`src/rtl/uart_tx_drain.sv`:
```
`default_nettype none
// ============================================================================
// Module   : uart_tx_drain
// Brief    : Pops bytes from the upstream transmit fifo and serialises them
//            onto the TX line as 1 start bit, DATA_WIDTH data bits (LSB
//            first), no parity and STOP_BITS stop bits.
// Revision : 1.0 - initial release
// ============================================================================
module uart_tx_drain #(
  parameter int DATA_WIDTH   = 8,
  parameter int CLKS_PER_BIT = 434,
  parameter int STOP_BITS    = 1
) (
  input  logic                  clk,
  input  logic                  rst,
  input  logic [DATA_WIDTH-1:0] fifo_data_in,
  input  logic                  fifo_empty_in,
  output logic                  fifo_read_en_out,
  output logic                  tx_out,
  output logic                  busy_out,
  output logic                  frame_done_out
);

  localparam int BAUD_W = (CLKS_PER_BIT > 1) ? $clog2(CLKS_PER_BIT) : 1;
  localparam int IDX_W  = (DATA_WIDTH > 1) ? $clog2(DATA_WIDTH) : 1;
  localparam logic [BAUD_W-1:0] BAUD_LAST = BAUD_W'(CLKS_PER_BIT - 1);
  localparam logic [IDX_W-1:0]  IDX_LAST  = IDX_W'(DATA_WIDTH - 1);

  typedef enum logic [2:0] {
    ST_IDLE  = 3'd0,
    ST_FETCH = 3'd1,
    ST_START = 3'd2,
    ST_DATA  = 3'd3,
    ST_STOP  = 3'd4
  } state_t;

  state_t                  state_q, state_d;
  logic [BAUD_W-1:0]       baud_q, baud_d;
  logic [IDX_W-1:0]        bit_q, bit_d;
  logic                    stop_q, stop_d;
  logic [DATA_WIDTH-1:0]   shift_q, shift_d;
  logic                    tx_q, tx_d;
  logic                    frame_done_q, frame_done_d;

  logic                    baud_done;
  logic                    last_stop;
  logic [IDX_W-1:0]        bit_next;

  // Pop only from IDLE, and never while the block is held in reset.
  assign fifo_read_en_out = rst && (state_q == ST_IDLE) && !fifo_empty_in;
  assign busy_out         = (state_q != ST_IDLE);
  assign tx_out           = tx_q;
  assign frame_done_out   = frame_done_q;

  // Next-state, counter and line-level computation for the frame sequencer.
  always_comb begin
    state_d      = state_q;
    baud_d       = baud_q;
    bit_d        = bit_q;
    stop_d       = stop_q;
    shift_d      = shift_q;
    tx_d         = tx_q;
    baud_done    = (baud_q == BAUD_LAST);
    last_stop    = (STOP_BITS == 1) || stop_q;
    bit_next     = bit_q + 1'b1;

    case (state_q)
      ST_IDLE: begin
        tx_d   = 1'b1;
        baud_d = '0;
        bit_d  = '0;
        stop_d = 1'b0;
        if (!fifo_empty_in) begin
          state_d = ST_FETCH;
        end
      end

      // Fifo read data is registered, so it is valid here, one cycle after the pop.
      ST_FETCH: begin
        shift_d = fifo_data_in;
        tx_d    = 1'b0;
        baud_d  = '0;
        state_d = ST_START;
      end

      ST_START: begin
        if (baud_done) begin
          baud_d  = '0;
          bit_d   = '0;
          tx_d    = shift_q[0];
          state_d = ST_DATA;
        end else begin
          baud_d = baud_q + 1'b1;
        end
      end

      ST_DATA: begin
        if (baud_done) begin
          baud_d = '0;
          if (bit_q == IDX_LAST) begin
            stop_d  = 1'b0;
            tx_d    = 1'b1;
            state_d = ST_STOP;
          end else begin
            bit_d = bit_next;
            tx_d  = shift_q[bit_next];
          end
        end else begin
          baud_d = baud_q + 1'b1;
        end
      end

      ST_STOP: begin
        tx_d = 1'b1;
        if (baud_done) begin
          baud_d = '0;
          if (last_stop) begin
            stop_d  = 1'b0;
            state_d = ST_IDLE;
          end else begin
            stop_d = 1'b1;
          end
        end else begin
          baud_d = baud_q + 1'b1;
        end
      end

      default: begin
        tx_d    = 1'b1;
        baud_d  = '0;
        bit_d   = '0;
        stop_d  = 1'b0;
        state_d = ST_IDLE;
      end
    endcase

    // Registered pulse: raise it for the cycle the sequencer will spend in
    // the final baud slot of the last stop bit.
    frame_done_d = (state_d == ST_STOP) && (baud_d == BAUD_LAST) &&
                   ((STOP_BITS == 1) || stop_d);
  end

  // Sequencer state and registered outputs; reset forces the line high at once.
  always_ff @(posedge clk or negedge rst) begin
    if (!rst) begin
      state_q      <= ST_IDLE;
      baud_q       <= '0;
      bit_q        <= '0;
      stop_q       <= 1'b0;
      shift_q      <= '0;
      tx_q         <= 1'b1;
      frame_done_q <= 1'b0;
    end else begin
      state_q      <= state_d;
      baud_q       <= baud_d;
      bit_q        <= bit_d;
      stop_q       <= stop_d;
      shift_q      <= shift_d;
      tx_q         <= tx_d;
      frame_done_q <= frame_done_d;
    end
  end

endmodule
`default_nettype wire
```
`config.mk`:
```
export PLATFORM = sky130hd
export DESIGN_NAME = uart_tx_drain
export DESIGN_NICKNAME = d
export VERILOG_FILES = /design/src/rtl/uart_tx_drain.sv
export SDC_FILE = /design/constraint.sdc
export NUM_CORES = 1
export LEC_CHECK = 0
export ABC_AREA = 1
export CORE_MARGIN = 4
export CORE_UTILIZATION = 55
export CTS_BUF_LIST = sky130_fd_sc_hd__clkbuf_16
export CTS_CLUSTER_SIZE = 10
export DETAILED_ROUTE_END_ITERATION = 12
export PLACE_DENSITY = 0.78
export SYNTH_ARGS = -nofsm -noshare
export SYNTH_HDL_FRONTEND = slang
export SYNTH_SLANG_ARGS = --single-unit
```
`constraint.sdc`:
```
create_clock -name clk -period 1.8 [get_ports clk]
set_clock_uncertainty 0.2 [all_clocks]
set_input_delay 0.36 -clock clk [delete_from_list [all_inputs] [get_ports clk]]
set_output_delay 0.36 -clock clk [all_outputs]
set_load 0.05 [all_outputs]
```
---- Word-level counts from Yosys, hierarchy flattened ----
Index checks and enable logic that the tools add are counted.
word-level totals
  memories ................................ 0
  bits of input ports ..................... 11
  bits in latches ......................... 0
  memory bits (read-only) ................. 0
  register bits ........................... 25
  logic and storage cells ................. 49
  RAM bits ................................ 0
  output and inout bits ................... 4
cells by class
  shift operators ......................... 0
  eq/ne operators ......................... 11
  div/mod/pow operators ................... 0
  multiplexer cells ....................... 18
  bitwise operators ....................... 1
  $mul .................................... 0
  add/sub/neg operators ................... 2
  $lt $le $gt $ge ......................... 1
  reductions and logical operators ........ 10
operators with widths
  cell                                                                  count
  3-bit two-way mux                                                     8
  9-bit == test, second input constant                                  2
  9-bit two-way mux                                                     2
  3-bit one-hot mux with 5 select lines                                 1
  9-bit by 1-bit adder with 9-bit output, second input constant         1
  3-bit == test, second input constant                                  3
  3-bit one-hot mux with 3 select lines                                 1
  3-bit by 2-bit == test with 1-bit output, second input constant       2
  2-bit != test, second input constant                                  3
  3-bit by 4-bit < comparator with 1-bit output, second input constant  1
  1-bit two-way mux                                                     4
  4-bit AND reduction                                                   1
  3-bit by 1-bit adder with 3-bit output, second input constant         1
  1-bit binary-select mux with 3-bit select                             1
  3-bit by 1-bit == test with 1-bit output, second input constant       1
  1-bit logical AND                                                     3
  3-bit zero test                                                       1
  1-bit one-hot mux with 3 select lines                                 1
  3-bit nonzero test                                                    1
  3-bit OR reduction                                                    1
  2-bit AND reduction                                                   1
  2-bit OR reduction                                                    1
  1-bit zero test                                                       1
  1-bit NOT                                                             1

---- Longest topological paths before layout ----
Gate-level depths: netlist of run 1.
  word-level depth ........................ 6
  mapped depth ............................ 11
  gate-level depth less buffers ........... 11

---- Worst setup path after synthesis of run 1 ----
Ideal clock, no wire load.
  path kind ............................... flip-flop to output port
  from .................................... register state_q[1]
  to ...................................... output port fifo_read_en_out
  required time ........................... 1.240 ns
  buffers on the path ..................... 0
  arrival ................................. 1.417 ns
  stages on the path, launching flop included .. 6
  setup slack ............................. -0.177 ns
  cells stage by stage .................... dfrtp_1 -> nor2_2 -> inv_1 -> nor2_1 -> nand2_1 -> nor2_1
on the way
  longest elaborated chain between the ends .. 3
RTL lines
  item                            line  source
  start: declaration              37    state_t state_q, state_d;
  start signal: assignment        154   state_q <= state_d;
  3-bit zero test                 50    assign fifo_read_en_out = rst && (state_q == ST_IDLE) && !fifo_empty_in;
  1-bit logical AND (2 in a row)  50
  end: declaration                18    output logic fifo_read_en_out,
Every way passes these cells.

---- Worst setup path after layout of run 1 ----
Same ends and word-level chain as after synthesis.

==> impl_metrics.toml, run 1 <==
[floorplanning]
start_util_pct = 57.2
core_um2 = 2450
fp.dieW_um = 58.5
die_h_um = 58.5
die_area_um2 = 3420
ioPinCount = 15
num_rows = 18

[grt]
grt_usage_pct = 18.6
antenna_found_initial = 0
grt_max_degree = 26
grt_pass1_vias = 1174
grt_remaining_overflow = 0
grt_first_pass_wirelength_mm = 4.83

[drt]
firstDrtPassIters = 4
wl_per_cell_um = 13.2
drc = 0
drt_iter0_drc = 45
wl_mm = 2.89
viasPerCell = 5.13
vias = 1123
ant_nets = 0

[sta]
maxSlewHeadroom_pct = 79.5
worst_slack_ns = -0.0530
setup_viol = 1
report.final.slew_viol_count = 0
clock.fmax_mhz = 540
worst_pin_slew_ns = 0.307
fin_crit_sh_pct = 103
period_needed_ns = 1.85
rsz0062_at_grt = "yes"
hold_viol = 0
fin_setup_tns_ns = -0.0530

[clock_network]
numCtsBuffers = 3
clockBufferDepth = 2
clk_pin_slew_ns = 0.06
clock_sinks = 25
root_buffer = "clkbuf_16"
cts_tree = "built"
htreeDepth = 1
cts_hold_buf = 0
clk_latency_ns = 0.26

[run_status]
violations = "negative setup slack"
status = "finished with violations"

[synthesis]
synth_cells = 164
syn_area_um2 = 1400
synth_warnings = 0
ys_types = 25
netlist.area_leader.share_pct = 42.8
yosysTopAreaCell = "dfrtp_1"
syn_nets = 179
avgSynthCellArea_um2 = 8.56
synth_seq_area_share_pct = 44.7
synth.area.top_cells = "dfrtp_1 (43%), nand2_1 (9.4%), mux2_2 (7.2%), inv_1 (6.7%), nand3_1 (5.0%)"
ys_ff_latch = 25

[cells_and_area]
area.sequential_um2 = 627
drive_gt1_share_pct = 27.5
final_common_cell = "nand2_1"
diodes = 0
final_cell_mix = "nand2_1 (35), inv_1 (24), dfrtp_1 (24)"
final_area_um2 = 1770
n_fill_cell = 184
nets = 205
final_core_util_pct = 72.1
multiInputGateArea_um2 = 713
syn_to_final_growth_pct = 26.1

[setup_path]
cp.required_ns = 1.24
cp_max_fo = 2
worst_setup_path_end_kind = "output port"
start_kind = "register"
arrival_ns = 1.29
worstSetupPathType = "reg2out"

[pwr]
power.total_mw = 1.12
powerDensity_nw_per_um2 = 632
peakVddDrop_mv = 0.632
p_leak_nw = 0.879

[placement]
gp_congestion = 0.888
io_buffers = 14
dp.final_hpwl_mm = 2.00
dp_slack_ns = -0.0154
placed_area_um2 = 1620

[run]
cap_violations = 0

[hold_path]
min_path_type = "reg2reg"
## cell families after synthesis
group | after synthesis | share of synthesized area [%]
AOI/OAI and AO/OA | 8 | 2.94
xor gates and xnor gates | 1 | 0.624
adders and majority gates | 4 | 3.57
buffers and inverters | 27 | 7.31
DFF | 25 | 44.7
muxes | 9 | 7.22
and+or+nand+nor | 90 | 33.7
## cell usage after synthesis
cell,count
nand2_4,3
ha_1,4
nand3_1,14
nor2_2,3
inv_1,25
dfstp_2,1
nand3_2,3
o21ai_1,1
nand2_2,4
o21ai_0,4
nand4_1,4
nand3b_1,2
o22ai_1,1
nor2_4,3
nor2_1,15
inv_2,1
and2_1,1
dfrtp_1,24
clkinv_2,1
a21oi_1,2
mux2_2,9
xor2_1,1
nand2_1,35
nor3_2,2
nor3b_1,1
## where the power goes
part           switching (mW)  leakage (nW)  total [mW]  internal, mW
combinational          0.0189         0.530      0.0484        0.0295
sequential            0.00467         0.312       0.576         0.571
clock                   0.194        0.0371       0.495         0.301
## cell type report
type | count | share of cell area, %
Clock buffer | 3 | 4.24
Clock inverter | 1 | 0.424
Inverter | 27 | 5.80
Multi-Input combinational cell | 112 | 40.3
Sequential cell | 25 | 35.4
Tap cell | 30 | 2.12
Timing Repair Buffer | 21 | 11.7
## through the flow
step	instances	hold slack, ns
after floorplan	164	-0.136
after global placement	211	0.279
after detailed placement	211	0.285
after CTS	218	0.308
after global routing	219	0.329
final	219	0.304
## layer usage
metal	GRT usage (%)	part of all wire, %	vias up
met1	20.9	41	520
met2	33.8	54	24
met3	3.29	3.1	4
met4	8.61	1.4	0
li1	-	-	575
met5	0	0	-
## timing repair
item	CTS	global route
setup endpoints to repair	2	7
hold endpoints to repair	0	0
buffers inserted	3	1
resized for setup	1	8
pin swaps	3	6
cloned	0	0
## worst max-delay path: stages, from the launching register on
cell,delay (ns)
dfrtp_1,0.40
nor2_2,0.13
inv_1,0.06
nor2_2,0.09
nand2_1,0.08
nor2_2,0.14
buf_12,0.15
## flip-flops by register name, summed over array words and instances (netlist names)
name and cells:
tx_out 1, baud_q 9, bit_q 3, shift_q 8, frame_done_out 1, state_q 3
## worst paths after layout
path / depth (start not counted) / startpoint / end / slack [ns]
hold reg to reg: 1 / shift_q[4]$_DFFE_PN0P_ / shift_q[4]$_DFFE_PN0P_ / 0.30
setup / recovery: 6 / state_q[1]$_DFF_PN0_ / fifo_read_en_out / -0.05
max in group asynchronous: 2 / rst / tx_out$_DFFE_PN1P_ / 0.76
hold / removal: 1 / shift_q[4]$_DFFE_PN0P_ / shift_q[4]$_DFFE_PN0P_ / 0.30
min in group asynchronous: 2 / rst / baud_q[8]$_DFF_PN0_ / 0.35
setup reg to reg: 6 / state_q[0]$_DFF_PN0_ / shift_q[3]$_DFFE_PN0P_ / 0.12
No activity file was read; power rests on OpenSTA's default activity.
==> run 2, diff against run 1 <==
- CAP_MARGIN: not set -> 20
==> results of run 2 <==
Same layout as run 1: the final DEF is identical, and so are final timing and power.
==> run 3, diff against run 2 <==
- GPL_ROUTABILITY_DRIVEN: not set -> 0
==> run 3 against run 2 <==
  * The flow still finishes with violations (negative setup slack)
  * Global-route usage up 1.3 points
  * First-iteration DRC count up 38%
  * Worst setup slack better by 0.016 ns
  * Critical path depth unchanged
  * Via count up 0.53%
  * Sequential cell count unchanged
  * Combinational power up 4%
  * Die area unchanged
  * Clock-buffer cell count unchanged
  * Final area up 1.3%
  * Critical path type unchanged
  * Highest routed layer unchanged
==> impl_metrics.toml, run 3 (same netlist as run 1, synthesis figures left out) <==
[run_status]
status = "finished with violations"
violations = "negative setup slack"

[setup_path]
cp.required_ns = 1.24
arrival_ns = 1.28
critical_path.top_delay_family = "simple AND/OR/NAND/NOR gates"
r2r_cells = 8
crit_path_start = "state_q[1]$_DFF_PN0_"
crit_path_frequent_cell = "nor2_2"
critical_path_buf_inv_count = 2
start_kind = "register"
rr_startpoint = "bit_q[0]$_DFFE_PN0P_"
reg2reg_slack_ns = 0.07
slowest_stage = "dfrtp_1"
path_depth = 6
cp_cell_sequence = "nor2_2, inv_1, nor2_2, nand2_2, nor2_4, buf_12"
cpPeakStageDelay_ns = 0.39
worstSetupPathType = "reg2out"
cp_max_fo = 2
worst_setup_path_end_kind = "output port"

[sta]
worst_pin_slew_ns = 0.310
worst_slack_ns = -0.0366
rsz0062_at_grt = "yes"
period_needed_ns = 1.84
maxSlewHeadroom_pct = 79.4
clock.fmax_mhz = 544
hold_viol = 0
report.final.slew_viol_count = 0
setup_viol = 1
fin_crit_sh_pct = 102
fin_setup_tns_ns = -0.0366
fin_hold_ws_ns = 0.302

[grt]
grt_max_degree = 26
grt_first_pass_wirelength_mm = 5.14
antenna_found_initial = 0
grt_pass1_vias = 1187
grt_remaining_overflow = 0
grt_usage_pct = 19.9

[placement]
placed_cells = 211
placed_area_um2 = 1620
dp.final_hpwl_mm = 2.11
io_buffers = 14
dp_slack_ns = -0.0141

[pwr]
powerDensity_nw_per_um2 = 618
p_leak_nw = 0.887
power.total_mw = 1.11
peakVddDrop_mv = 0.660

[drt]
firstDrtPassIters = 6
drt_iter0_drc = 62
wl_per_cell_um = 13.8
vias = 1129
wl_mm = 3.03
drc = 0
ant_nets = 0
viasPerCell = 5.16

[cells_and_area]
reg_top3 = "baud_q: 9 flops, shift_q: 8 flops"
syn_to_final_growth_pct = 27.7
top_register = "baud_q"
final_cell_mix = "nand2_1 (34), inv_1 (24), dfrtp_1 (23)"
final_common_cell = "nand2_1"
largest_reg_flops = 9
final_area_um2 = 1790
diodes = 0
final_core_util_pct = 73.0
nets = 205
instances_no_fill = 219
drive_gt1_share_pct = 29.6

[run]
cap_violations = 0

[clock_network]
clk_pin_slew_ns = 0.06
clk_latency_ns = 0.26
numCtsBuffers = 3
clock_sinks = 25
htreeDepth = 1
cts_tree = "built"
clockBufferDepth = 2
root_buffer = "clkbuf_16"

[hold_path]
min_path_type = "reg2reg"
min_from = "baud_q[0]$_DFF_PN0_"
holdPathStages = 1

[floorplanning]
ioPinCount = 15
fp.dieW_um = 58.5
die_h_um = 58.5
num_rows = 18
core_um2 = 2450
start_util_pct = 57.2
die_area_um2 = 3420
[run 3: worst paths after layout]
kind | endpoint
max | fifo_read_en_out
min | baud_q[0]$_DFF_PN0_
max reg2reg | tx_out$_DFFE_PN1P_
min reg2reg | baud_q[0]$_DFF_PN0_
max in group asynchronous | tx_out$_DFFE_PN1P_
min in group asynchronous | baud_q[8]$_DFF_PN0_
[run 3: cell type report]
cell class	instances	area [um^2]
multi-input combinational	112	737
fill	173	662
sequential	25	628
timing repair buffer	21	208
inverter	27	103
clock buffer	3	75.1
tap	30	37.5
clock inverter	1	5.00
[run 3: repair_timing]
action,in CTS,in global routing
setup endpoints to repair,4,6
cloned,0,0
endpoints found under the hold margin,0,0
resized for setup,3,14
pin swaps,2,4
buffers inserted,3,1
hold buffers,0,0
[run 3: layer usage]
metal  wire length, um  global-route usage [%]  vias to the layer above
met3                61                    4.61                       12
met2              1620                    34.1                       18
met1              1250                    22.7                      522
met4                91                    10.9                        0
li1                  -                       -                      577
met5                 0                       0                        -
[run 3: where the power goes]
group | switching, mW | internal [mW] | leakage (nW)
combinational | 0.0206 | 0.0296 | 0.536
clock | 0.184 | 0.299 | 0.0409
sequential | 0.00479 | 0.571 | 0.310
total | 0.209 | 0.900 | 0.887
